$ cat config.mk
export PLATFORM = sky130hd
export DESIGN_NAME = uart_tx_cfg
export DESIGN_NICKNAME = d
export VERILOG_FILES = /design/src/rtl/uart_tx_cfg.sv
export SDC_FILE = /design/constraint.sdc
export NUM_CORES = 1
export LEC_CHECK = 0
export BUFFER_PORTS_ARGS = -buffer_cell sky130_fd_sc_hd__buf_2
export CORE_MARGIN = 5
export CORE_UTILIZATION = 40
export DETAILED_ROUTE_END_ITERATION = 10
export REMOVE_ABC_BUFFERS = 1
export SLEW_MARGIN = 20
export SYNTH_ARGS = -nofsm -noshare
export SYNTH_HDL_FRONTEND = slang
export SYNTH_SLANG_ARGS = --single-unit
$ cat constraint.sdc
create_clock -name i_clk -period 5.3 [get_ports i_clk]
set_clock_uncertainty 0.2 [all_clocks]
set_input_delay 1.06 -clock i_clk [delete_from_list [all_inputs] [get_ports i_clk]]
set_output_delay 1.06 -clock i_clk [all_outputs]
set_load 0.1 [all_outputs]
$ cat src/rtl/uart_tx_cfg.sv
// Configurable UART transmitter: one character per valid/ready handshake,
// framed as start, DATA_BITS data, optional parity and 1-2 stop bits.
module uart_tx_cfg #(
  parameter int CLKS_PER_BIT = 434,
  parameter int DATA_BITS    = 8,
  parameter int PARITY       = 0,
  parameter int STOP_BITS    = 1,
  parameter int LSB_FIRST    = 1
) (
  input  logic                 i_clk,
  input  logic                 i_rst,
  input  logic                 i_tx_en,
  input  logic                 i_tx_valid,
  output logic                 o_tx_ready,
  input  logic [DATA_BITS-1:0] i_tx_in,
  output logic                 o_out,
  output logic                 o_busy,
  output logic                 o_done,
  output logic [2:0]           o_state
);

  localparam int CNT_W = (CLKS_PER_BIT > 1) ? $clog2(CLKS_PER_BIT) : 1;
  localparam int BIT_W = $clog2(DATA_BITS);
  localparam logic [CNT_W-1:0] CNT_LAST  = CNT_W'(CLKS_PER_BIT - 1);
  localparam logic [BIT_W-1:0] BIT_LAST  = BIT_W'(DATA_BITS - 1);
  localparam logic [BIT_W-1:0] STOP_LAST = BIT_W'(STOP_BITS - 1);

  typedef enum logic [2:0] {
    S_IDLE   = 3'd0,
    S_START  = 3'd1,
    S_DATA   = 3'd2,
    S_PARITY = 3'd3,
    S_STOP   = 3'd4
  } state_t;

  state_t               r_state;
  logic [CNT_W-1:0]     r_clk_cnt;
  logic [BIT_W-1:0]     r_bit_cnt;
  logic [DATA_BITS-1:0] r_shift;
  logic                 r_par;
  logic                 r_out;
  logic                 r_busy;
  logic                 r_done;

  logic                 w_accept;
  logic                 w_bit_end;
  logic                 w_par;
  logic [DATA_BITS-1:0] w_ordered;

  // Handshake: a character transfers on a rising clock where i_tx_en,
  // i_tx_valid and o_tx_ready are all high; o_tx_ready is high only in IDLE
  // outside reset and does not depend on i_tx_valid.
  assign o_tx_ready = (r_state == S_IDLE) & ~i_rst;
  assign w_accept   = i_tx_en & i_tx_valid & o_tx_ready;
  assign w_bit_end  = (r_clk_cnt == CNT_LAST);
  assign w_par      = (PARITY == 1) ? ~^i_tx_in : ^i_tx_in;

  // Store the character in transmit order so the shifter always emits bit 0.
  always_comb begin
    w_ordered = '0;
    for (int i = 0; i < DATA_BITS; i++) begin
      w_ordered[i] = (LSB_FIRST != 0) ? i_tx_in[i] : i_tx_in[DATA_BITS-1-i];
    end
  end

  always_ff @(posedge i_clk) begin
    if (i_rst) begin
      r_state   <= S_IDLE;
      r_clk_cnt <= '0;
      r_bit_cnt <= '0;
      r_shift   <= '0;
      r_par     <= 1'b0;
      r_out     <= 1'b1;
      r_busy    <= 1'b0;
      r_done    <= 1'b0;
    end else begin
      r_done <= 1'b0;
      case (r_state)
        S_IDLE: begin
          r_out <= 1'b1;
          if (w_accept) begin
            r_shift   <= w_ordered;
            r_par     <= w_par;
            r_clk_cnt <= '0;
            r_bit_cnt <= '0;
            r_out     <= 1'b0;
            r_busy    <= 1'b1;
            r_state   <= S_START;
          end
        end
        S_START: begin
          if (w_bit_end) begin
            r_clk_cnt <= '0;
            r_bit_cnt <= '0;
            r_out     <= r_shift[0];
            r_shift   <= r_shift >> 1;
            r_state   <= S_DATA;
          end else begin
            r_clk_cnt <= r_clk_cnt + CNT_W'(1);
          end
        end
        S_DATA: begin
          if (w_bit_end) begin
            r_clk_cnt <= '0;
            if (r_bit_cnt == BIT_LAST) begin
              r_bit_cnt <= '0;
              if (PARITY != 0) begin
                r_out   <= r_par;
                r_state <= S_PARITY;
              end else begin
                r_out   <= 1'b1;
                r_state <= S_STOP;
              end
            end else begin
              r_bit_cnt <= r_bit_cnt + BIT_W'(1);
              r_out     <= r_shift[0];
              r_shift   <= r_shift >> 1;
            end
          end else begin
            r_clk_cnt <= r_clk_cnt + CNT_W'(1);
          end
        end
        S_PARITY: begin
          if (w_bit_end) begin
            r_clk_cnt <= '0;
            r_bit_cnt <= '0;
            r_out     <= 1'b1;
            r_state   <= S_STOP;
          end else begin
            r_clk_cnt <= r_clk_cnt + CNT_W'(1);
          end
        end
        S_STOP: begin
          if (w_bit_end) begin
            r_clk_cnt <= '0;
            if (r_bit_cnt == STOP_LAST) begin
              r_bit_cnt <= '0;
              r_busy    <= 1'b0;
              r_done    <= 1'b1;
              r_state   <= S_IDLE;
            end else begin
              r_bit_cnt <= r_bit_cnt + BIT_W'(1);
            end
          end else begin
            r_clk_cnt <= r_clk_cnt + CNT_W'(1);
          end
        end
        default: begin
          r_out   <= 1'b1;
          r_busy  <= 1'b0;
          r_state <= S_IDLE;
        end
      endcase
    end
  end

  assign o_out   = r_out;
  assign o_busy  = r_busy;
  assign o_done  = r_done;
  assign o_state = r_state;

endmodule

== Yosys cells after proc, flatten, opt, wreduce, memory -nomap -nowiden ==
Index checks and enable logic that the tools add are counted.

* Register bits: 26
* Bits of input ports: 12
* Output and inout port bits: 7

* Add/subtract/negate cells: 2
* Eq/ne operators: 15
* Muxes and demuxes: 34
* Bitwise gates (word level): 7
* Reductions and logical operators: 15

{| class="wikitable"
|+ Operators by type and width
! kind !! number
|-
| $mux 3 || 13
|-
| $mux 8 || 4
|-
| $pmux 8 s3 || 1
|-
| $mux 9 || 2
|-
| $pmux 9 s2 || 1
|-
| $ne 2x2->1 const B || 8
|-
| $pmux 3 s5 || 1
|-
| $pmux 3 s4 || 1
|-
| $reduce_and 5->1 || 2
|-
| $add 9x1->9 const B || 1
|-
| $eq 9x9->1 const B || 1
|-
| $mux 1 || 9
|-
| $reduce_and 4->1 || 2
|-
| $reduce_and 7->1 || 1
|-
| $eq 3x2->1 const B || 2
|-
| $eq 3x3->1 const B || 2
|-
| $logic_not 3->1 || 2
|-
| $reduce_or 3->1 || 2
|-
| $pmux 1 s5 || 1
|-
| $not 1->1 || 4
|-
| $reduce_bool 4->1 || 1
|-
| $reduce_or 4->1 || 1
|-
| $add 3x1->3 const B || 1
|-
| $and 1x1->1 || 3
|-
| other kinds (7) || 7
|}

== Logic depth before layout (Yosys ltp) ==
Gate-level depths: netlist of the first run.

* Word-level depth: 5
* Gate-level depth with buffers: 8
* Mapped depth without buffers: 7

== Worst setup path before layout of the first run ==
No wires, ideal clock.

* Path kind: input to output
* Start: in i_rst
* End: out o_tx_ready
* Arrival time: 4067 ps
* Path slack: -27 ps
* Cell stages on the path: 2
* Buffers on the path: 1
* Path through: clkbuf_1 -> nor4_1

* Longest elaborated chain between the ends: 2

{| class="wikitable"
|+ RTL lines
! what !! RTL line !! RTL
|-
| start, declared || 11 || <nowiki>input logic i_rst,</nowiki>
|-
| $not 1->1 || 53 || <nowiki>assign o_tx_ready = (r_state == S_IDLE) & ~i_rst;</nowiki>
|-
| $and 1x1->1 || 53 ||
|-
| end, declared || 14 || <nowiki>output logic o_tx_ready,</nowiki>
|}

No other way between the ends.

== Worst setup path in the final report of the first run ==
Ends and elaborated chain as after synthesis.

==> results.md, run 1 <==
- CP cell instances: buf_2 > nor4_1 > buf_2
- Final setup fails: 0
- Setup bufs post-CTS: 0
- Hold-fix buffers, CTS: 0
- Worst Setup End Kind: output port
- CP max-delay cell: buf_2
- First-pass GRT wire length: around 4500 um
- Die Span X: a little under 70 um
- Core ar.: around 3300 sq um
- Synth-to-layout area growth: 8.78%
- Setup CP Type: input pin to output port
- Slew Limit Fails: 0
- Worst vdd ir: 0.106 mV
- CP max stage delay: 0.47 ns
- Most common flop cell mapped by yosys: dfxtp_1
- H-tree level count: 1
- Relative slew slack: 0.598
- Commonest non-fill, non-tap cell in the layout: dfxtp_1
- Final RePlAce weighted congestion: 0.791
- Slew @ Worst Pin: 0.599 ns
- DRC: 0
- IO Count: 19
- Worst skew pair latency: approximately 0.33 ns
- Post-Route WL: ~2500 um
- # diodes: 0
- Final hold violation count: 0
- Rows: 21
- Critical path startpoint category: input pin
- Fin Setup TNS: 0 ns
- Total Routing Usage GR: 0.126
- Most used cell, CP: buf_2
- Iter 0 DRT Violations: 75
- Number of enable flip-flop cells after synthesis: 0
- Final instance area: ~1500 sq um
- Avg Cell Area, Syn: ~9.5 sq um
- Ys async rst share: 0
- Die area: 4730 sq um
- Clock sinks: 26
- Post-placement cell area: 1480 sq um
- Detailed placement HPWL: 1850 um
- Clock root cell: clkbuf_4
- Largest net degree at the start of global routing: 23
- FF+latch count, synth: 26
- PostCTS Resize Cnt: 0
- Initial antenna violation count: 0
- Worst-path clk slew: roughly 0.13 ns
- Overall power: between 0.0003 and 0.0004 W
- Worst EP required: 4.04 ns
- Via count: about 1100
- WL per Instance: 12.0 um
- Crit path max fanout: 22
- Antenna Violating Nets Remaining: 0
- CP arrival: 1.94 ns
- Final period util: 0.604
- Clk buf depth: 2
- Worst hold path type: flop to flop
- Layout cells sized above 1: 0.193
- Layout net count: 180
- Max-cap violations: 0
- First-pass DRT Iterations: 4
- CTS tree: yes
- GR Overflow Total: 0
- Fmax: 312 MHz
- Final min period: 3.20 ns
- Most frequent cells in the layout: 26 x dfxtp_1, 20 x nor2_1, 18 x buf_2, 11 x a211oi_1, 9 x nand2_1
- CTS buffer count: 3
- Initial core utilization: 0.414
- Vias in the first global route: approximately 1000
- Syn Inst Count: ~150
- Pwr Density: around 260 nW/um^2
- Leak Pwr: 0.577 nW
- Register area share after synthesis: 0.376
- IO Port Bufs: 18
- Post-Syn Area: 1380 sq um
- Cell variety after synth: 40
- Fillers: 334
- Die Y: 68.8 um
- Drt via density: 5.15
- RSZ-0062 raised after global routing: no
- Status: completed
- Synth Warn #: 0
[power by group]
part | total [W] | leakage [nW] | switching, W | internal [W]
sequential | 0.000218 | 0.212 | 0.0000104 | 0.000207
combinational | 0.0000953 | 0.352 | 0.0000630 | 0.0000323
clock | 0.0000853 | 0.0138 | 0.0000586 | 0.0000267
total | 0.000398 | 0.577 | 0.000132 | 0.000266
[worst max-delay path: cells and delay by family]
kind          cells  cell delay [ns]
buf+inv           2             0.69
simple gates      1             0.19
[stage by stage]
step / utilization / worst slack (ns) / hold slack (ns) / std cells
2_1_floorplan: - / 0.162 / 0.238 / 140
3_3_place_gp: 0.444 / 2.10 / 0.254 / 204
3_5_place_dp: 0.444 / 2.08 / 0.269 / 204
4_1_cts: 0.451 / 2.08 / 0.288 / 207
5_1_grt: 0.451 / 2.01 / 0.331 / 207
6_report: 0.451 / 2.10 / 0.286 / 207
[Yosys cell counts (2+ instances only)]
| library cell | count | area (sq um) |
|---|---|---|
| dfxtp_1 | 26 | 521 |
| or4b_1 | 2 | 20.0 |
| buf_6 | 3 | 33.8 |
| mux2i_1 | 8 | 80.1 |
| nand3_1 | 7 | 35.0 |
| nor2_1 | 20 | 75.1 |
| ha_1 | 5 | 62.6 |
| a21oi_1 | 7 | 35.0 |
| xor2_1 | 6 | 52.6 |
| and2_1 | 3 | 18.8 |
| clkbuf_1 | 2 | 7.51 |
| nor2b_1 | 2 | 12.5 |
| xnor2_1 | 2 | 17.5 |
| nor4_1 | 2 | 12.5 |
| nand2b_1 | 3 | 18.8 |
| nand2_1 | 9 | 33.8 |
| inv_1 | 5 | 18.8 |
| nand3b_1 | 2 | 15.0 |
| a211oi_1 | 11 | 82.6 |
[area by class of cell]
| cell class | instances | area [sq um] | share of cell area |
|---|---|---|---|
| flip-flops and latches | 26 | 520 | 0.346 |
| multi-input cells | 109 | 795 | 0.528 |
| clock buffers | 3 | 22.5 | 0.0150 |
| inverters | 5 | 18.8 | 0.0125 |
| well taps | 46 | 57.6 | 0.0383 |
| repair buffers | 18 | 90.1 | 0.0599 |
[path summary, 6_finish.rpt]
| check | cells past startpoint | slack [ns] | from | endpoint |
|---|---|---|---|---|
| worst min-delay path | 2 | 0.29 | r_shift[7]$_SDFFE_PP0P_ | r_shift[7]$_SDFFE_PP0P_ |
| worst max register to register | 7 | 2.88 | r_bit_cnt[0]$_SDFFE_PP0P_ | r_shift[5]$_SDFFE_PP0P_ |
| worst min register to register | 2 | 0.29 | r_shift[7]$_SDFFE_PP0P_ | r_shift[7]$_SDFFE_PP0P_ |
| worst max-delay path | 3 | 2.10 | i_rst | o_tx_ready |
[routing by layer]
layer	track usage	wire (um)	vias to the layer above
met5	0	0	-
li1	-	-	549
met1	0.170	1200	488
met4	0.0511	45	0
met2	0.199	1110	25
met3	0.0211	124	5
[logic make-up after synthesis]
logic type                 synth area share
AOI/OAI and AO/OA                     0.184
adders and majority gates            0.0452
buffers and inverters                0.0489
DFF                                   0.376
and+or+nand+nor                       0.237
xor gates and xnor gates             0.0507
muxes                                0.0579
[flip-flops by register name, summed over array words and instances, names as in the netlist]
name and cells:
r_clk_cnt 9, r_shift 8, o_state 3, r_bit_cnt 3, o_busy 1, o_done 1, o_out 1
Note: power is estimated with default switching activity, not from simulation.
==> run 2, diff against run 1 <==
==> constraint.sdc (replaced) <==
create_clock -name i_clk -period 2.9 [get_ports i_clk]
set_clock_uncertainty 0.2 [all_clocks]
set_input_delay 0.58 -clock i_clk [delete_from_list [all_inputs] [get_ports i_clk]]
set_output_delay 0.58 -clock i_clk [all_outputs]
set_load 0.1 [all_outputs]
==> results.md, run 2 (same netlist as run 1, synthesis figures left out) <==
- Iter 0 DRT Violations: 36 (was 75)
- CTS buffer count: 3 (unchanged)
- First-pass GRT wire length: 4640 um (was 4530 um)
- Initial antenna violation count: 0 (unchanged)
- Clock power frac: 0.304 (was 0.214)
- Max-cap violations: 0 (unchanged)
- Vias in the first global route: 1020 (was 1042)
- Leak Pwr: 0.597 nW (was 0.577 nW)
- Worst EP required: 2.12 ns (was 4.04 ns)
- Critical path startpoint category: flop (was input pin)
- Slew Limit Fails: 0 (unchanged)
- Drt via density: 5.02 (was 5.15)
- Status: completed (unchanged)
- Final RePlAce weighted congestion: 0.794 (was 0.791)
- Layout net count: 181 (was 180)
- Hold-fix buffers, CTS: 0 (unchanged)
- Via count: 1049 (was 1067)
- Largest net degree at the start of global routing: 23 (unchanged)
- Sequential fraction of design power: 0.481 (was 0.547)
- Antenna Violating Nets Remaining: 0 (unchanged)
- Final min period: 2.41 ns
- Post-Route WL: 2670 um (was 2490 um)
- Biggest regs: r_clk_cnt: 9 flops, r_shift: 8 flops (unchanged)
- Layout cells sized above 1: 0.202 (was 0.193)
- Die area: 4730 sq um (unchanged)
- Most frequent cells in the layout: 26 x dfxtp_1, 20 x nor2_1, 18 x buf_2, 11 x a211oi_1, 9 x nand2_1 (unchanged)
- Worst skew pair latency: 0.33 ns (about the same)
- First-pass DRT Iterations: 4 (unchanged)
- Logic pwr share: 0.215 (was 0.239)
- Worst vdd ir: 0.253 mV (was 0.106 mV)
- GR Overflow Total: 0 (unchanged)
- Final period util: 0.831
- PostCTS Resize Cnt: 0 (unchanged)
- Total Routing Usage GR: 0.129 (was 0.126)
- Layout Cells excl Fill: 209 (was 207)
- Slew @ Worst Pin: 0.535 ns (was 0.599 ns)
- WL per Instance: 12.8 um (was 12.0 um)
- Net Sw Power: 0.000247 W (was 0.000132 W)
- Setup CP Type: flop to output port (was input pin to output port)
- Die Y: 68.8 um (unchanged)
- H-tree level count: 1 (unchanged)
- Clock sinks: 26 (unchanged)
- Worst Setup End Kind: output port (unchanged)
- Sw Ratio: 0.299 (was 0.331)
- Overall power: 0.000828 W (was 0.000398 W)
- Core ar.: 3340 sq um (unchanged)
- Clk buf depth: 2 (unchanged)
- Worst hold path type: flop to flop (unchanged)
- Rows: 21 (unchanged)
- Largest Register: r_clk_cnt (unchanged)
- CTS tree: yes (unchanged)
- DRC: 0 (unchanged)
- Final Worst Setup Slack: 0.491 ns (was 2.10 ns)
- Clock root cell: clkbuf_4 (unchanged)
- Setup bufs post-CTS: 0 (unchanged)
- # diodes: 0 (unchanged)
- Commonest non-fill, non-tap cell in the layout: dfxtp_1 (unchanged)
- RSZ-0062 raised after global routing: no (unchanged)
- Relative slew slack: 0.643 (was 0.598)
- Final hold violation count: 0 (unchanged)
- Synth-to-layout area growth: 11.5% (was 8.78%)
- Crit path max fanout: 12 (was 22)
- Pwr Density: 537 nW/um^2 (was 265 nW/um^2)
- Die Span X: 68.8 um (unchanged)
- CP arrival: 1.63 ns (was 1.94 ns)
- IO Count: 19 (unchanged)
- Internal: 0.000580 W (was 0.000266 W)
- Initial core utilization: 0.414 (unchanged)
- Final setup fails: 0 (unchanged)
- Max FFs per register: 9 (unchanged)
- Placed cell count: 205 (was 204)
- Fillers: 349 (was 334)
- Dpl ws: 0.395 ns (was 2.08 ns)
- Detailed placement HPWL: 1930 um (was 1850 um)
- Hold WS: 0.283 ns (was 0.286 ns)
- Worst-path clk slew: 0.15 ns (was 0.13 ns)
- Fmax: 415 MHz
- IO Port Bufs: 18 (unchanged)
run 2: changes by cell type in the layout (fill, tap and decap cells not counted):
cell / change
buf_4: +1
bufinv_16: +1
run 2: final timing paths:
check / depth (start not counted) / end / slack [ns] / from
worst min-delay path: 2 / r_shift[7]$_SDFFE_PP0P_ / 0.28 / r_shift[7]$_SDFFE_PP0P_
worst max register to register: 8 / r_shift[5]$_SDFFE_PP0P_ / 0.73 / r_bit_cnt[0]$_SDFFE_PP0P_
worst min register to register: 2 / r_shift[7]$_SDFFE_PP0P_ / 0.28 / r_shift[7]$_SDFFE_PP0P_
worst max-delay path: 2 / o_tx_ready / 0.49 / o_state[0]$_SDFFE_PP0P_
run 2: through the flow:
step	TNS, ns	util	cell area, sq um
final	0	0.462	1540
after global routing	0	0.462	1540
after CTS	0	0.462	1540
after detailed placement	0	0.446	1490
after global placement	0	0.446	1490
after floorplan	-1.71	-	1330
run 2: power by group through the flow:
stage	Sequential (W)	Clock (W)	Combinational, W
after global placement	0.000405	0	0.000175
after global routing	0.000402	0.000274	0.000195
after CTS	0.000399	0.000261	0.000179
after floorplan	0.000434	0	0.000109
after detailed placement	0.000407	0	0.000178
final	0.000398	0.000252	0.000178
run 2: critical path, stage by stage, from the launching register on:
cell and delay, ns:
dfxtp_1 0.50, nor4_1 0.32, buf_2 0.47
run 2: metal layers:
layer  global-route usage  wire (um)  up-vias
met5                    0          0        -
met4               0.0560         36        0
met3               0.0292        124        4
met2                0.205       1220       22
met1                0.168       1290      473
li1                     -          -      550
run 2: final cells by class:
class | count | area, sq um | area share
Tap cell | 46 | 57.6 | 0.0373
Sequential cell | 26 | 520 | 0.338
Multi-Input combinational cell | 109 | 795 | 0.515
Clock buffer | 3 | 22.5 | 0.0146
Inverter | 5 | 18.8 | 0.0122
Clock inverter | 1 | 30.0 | 0.0195
Timing Repair Buffer | 19 | 97.6 | 0.0633
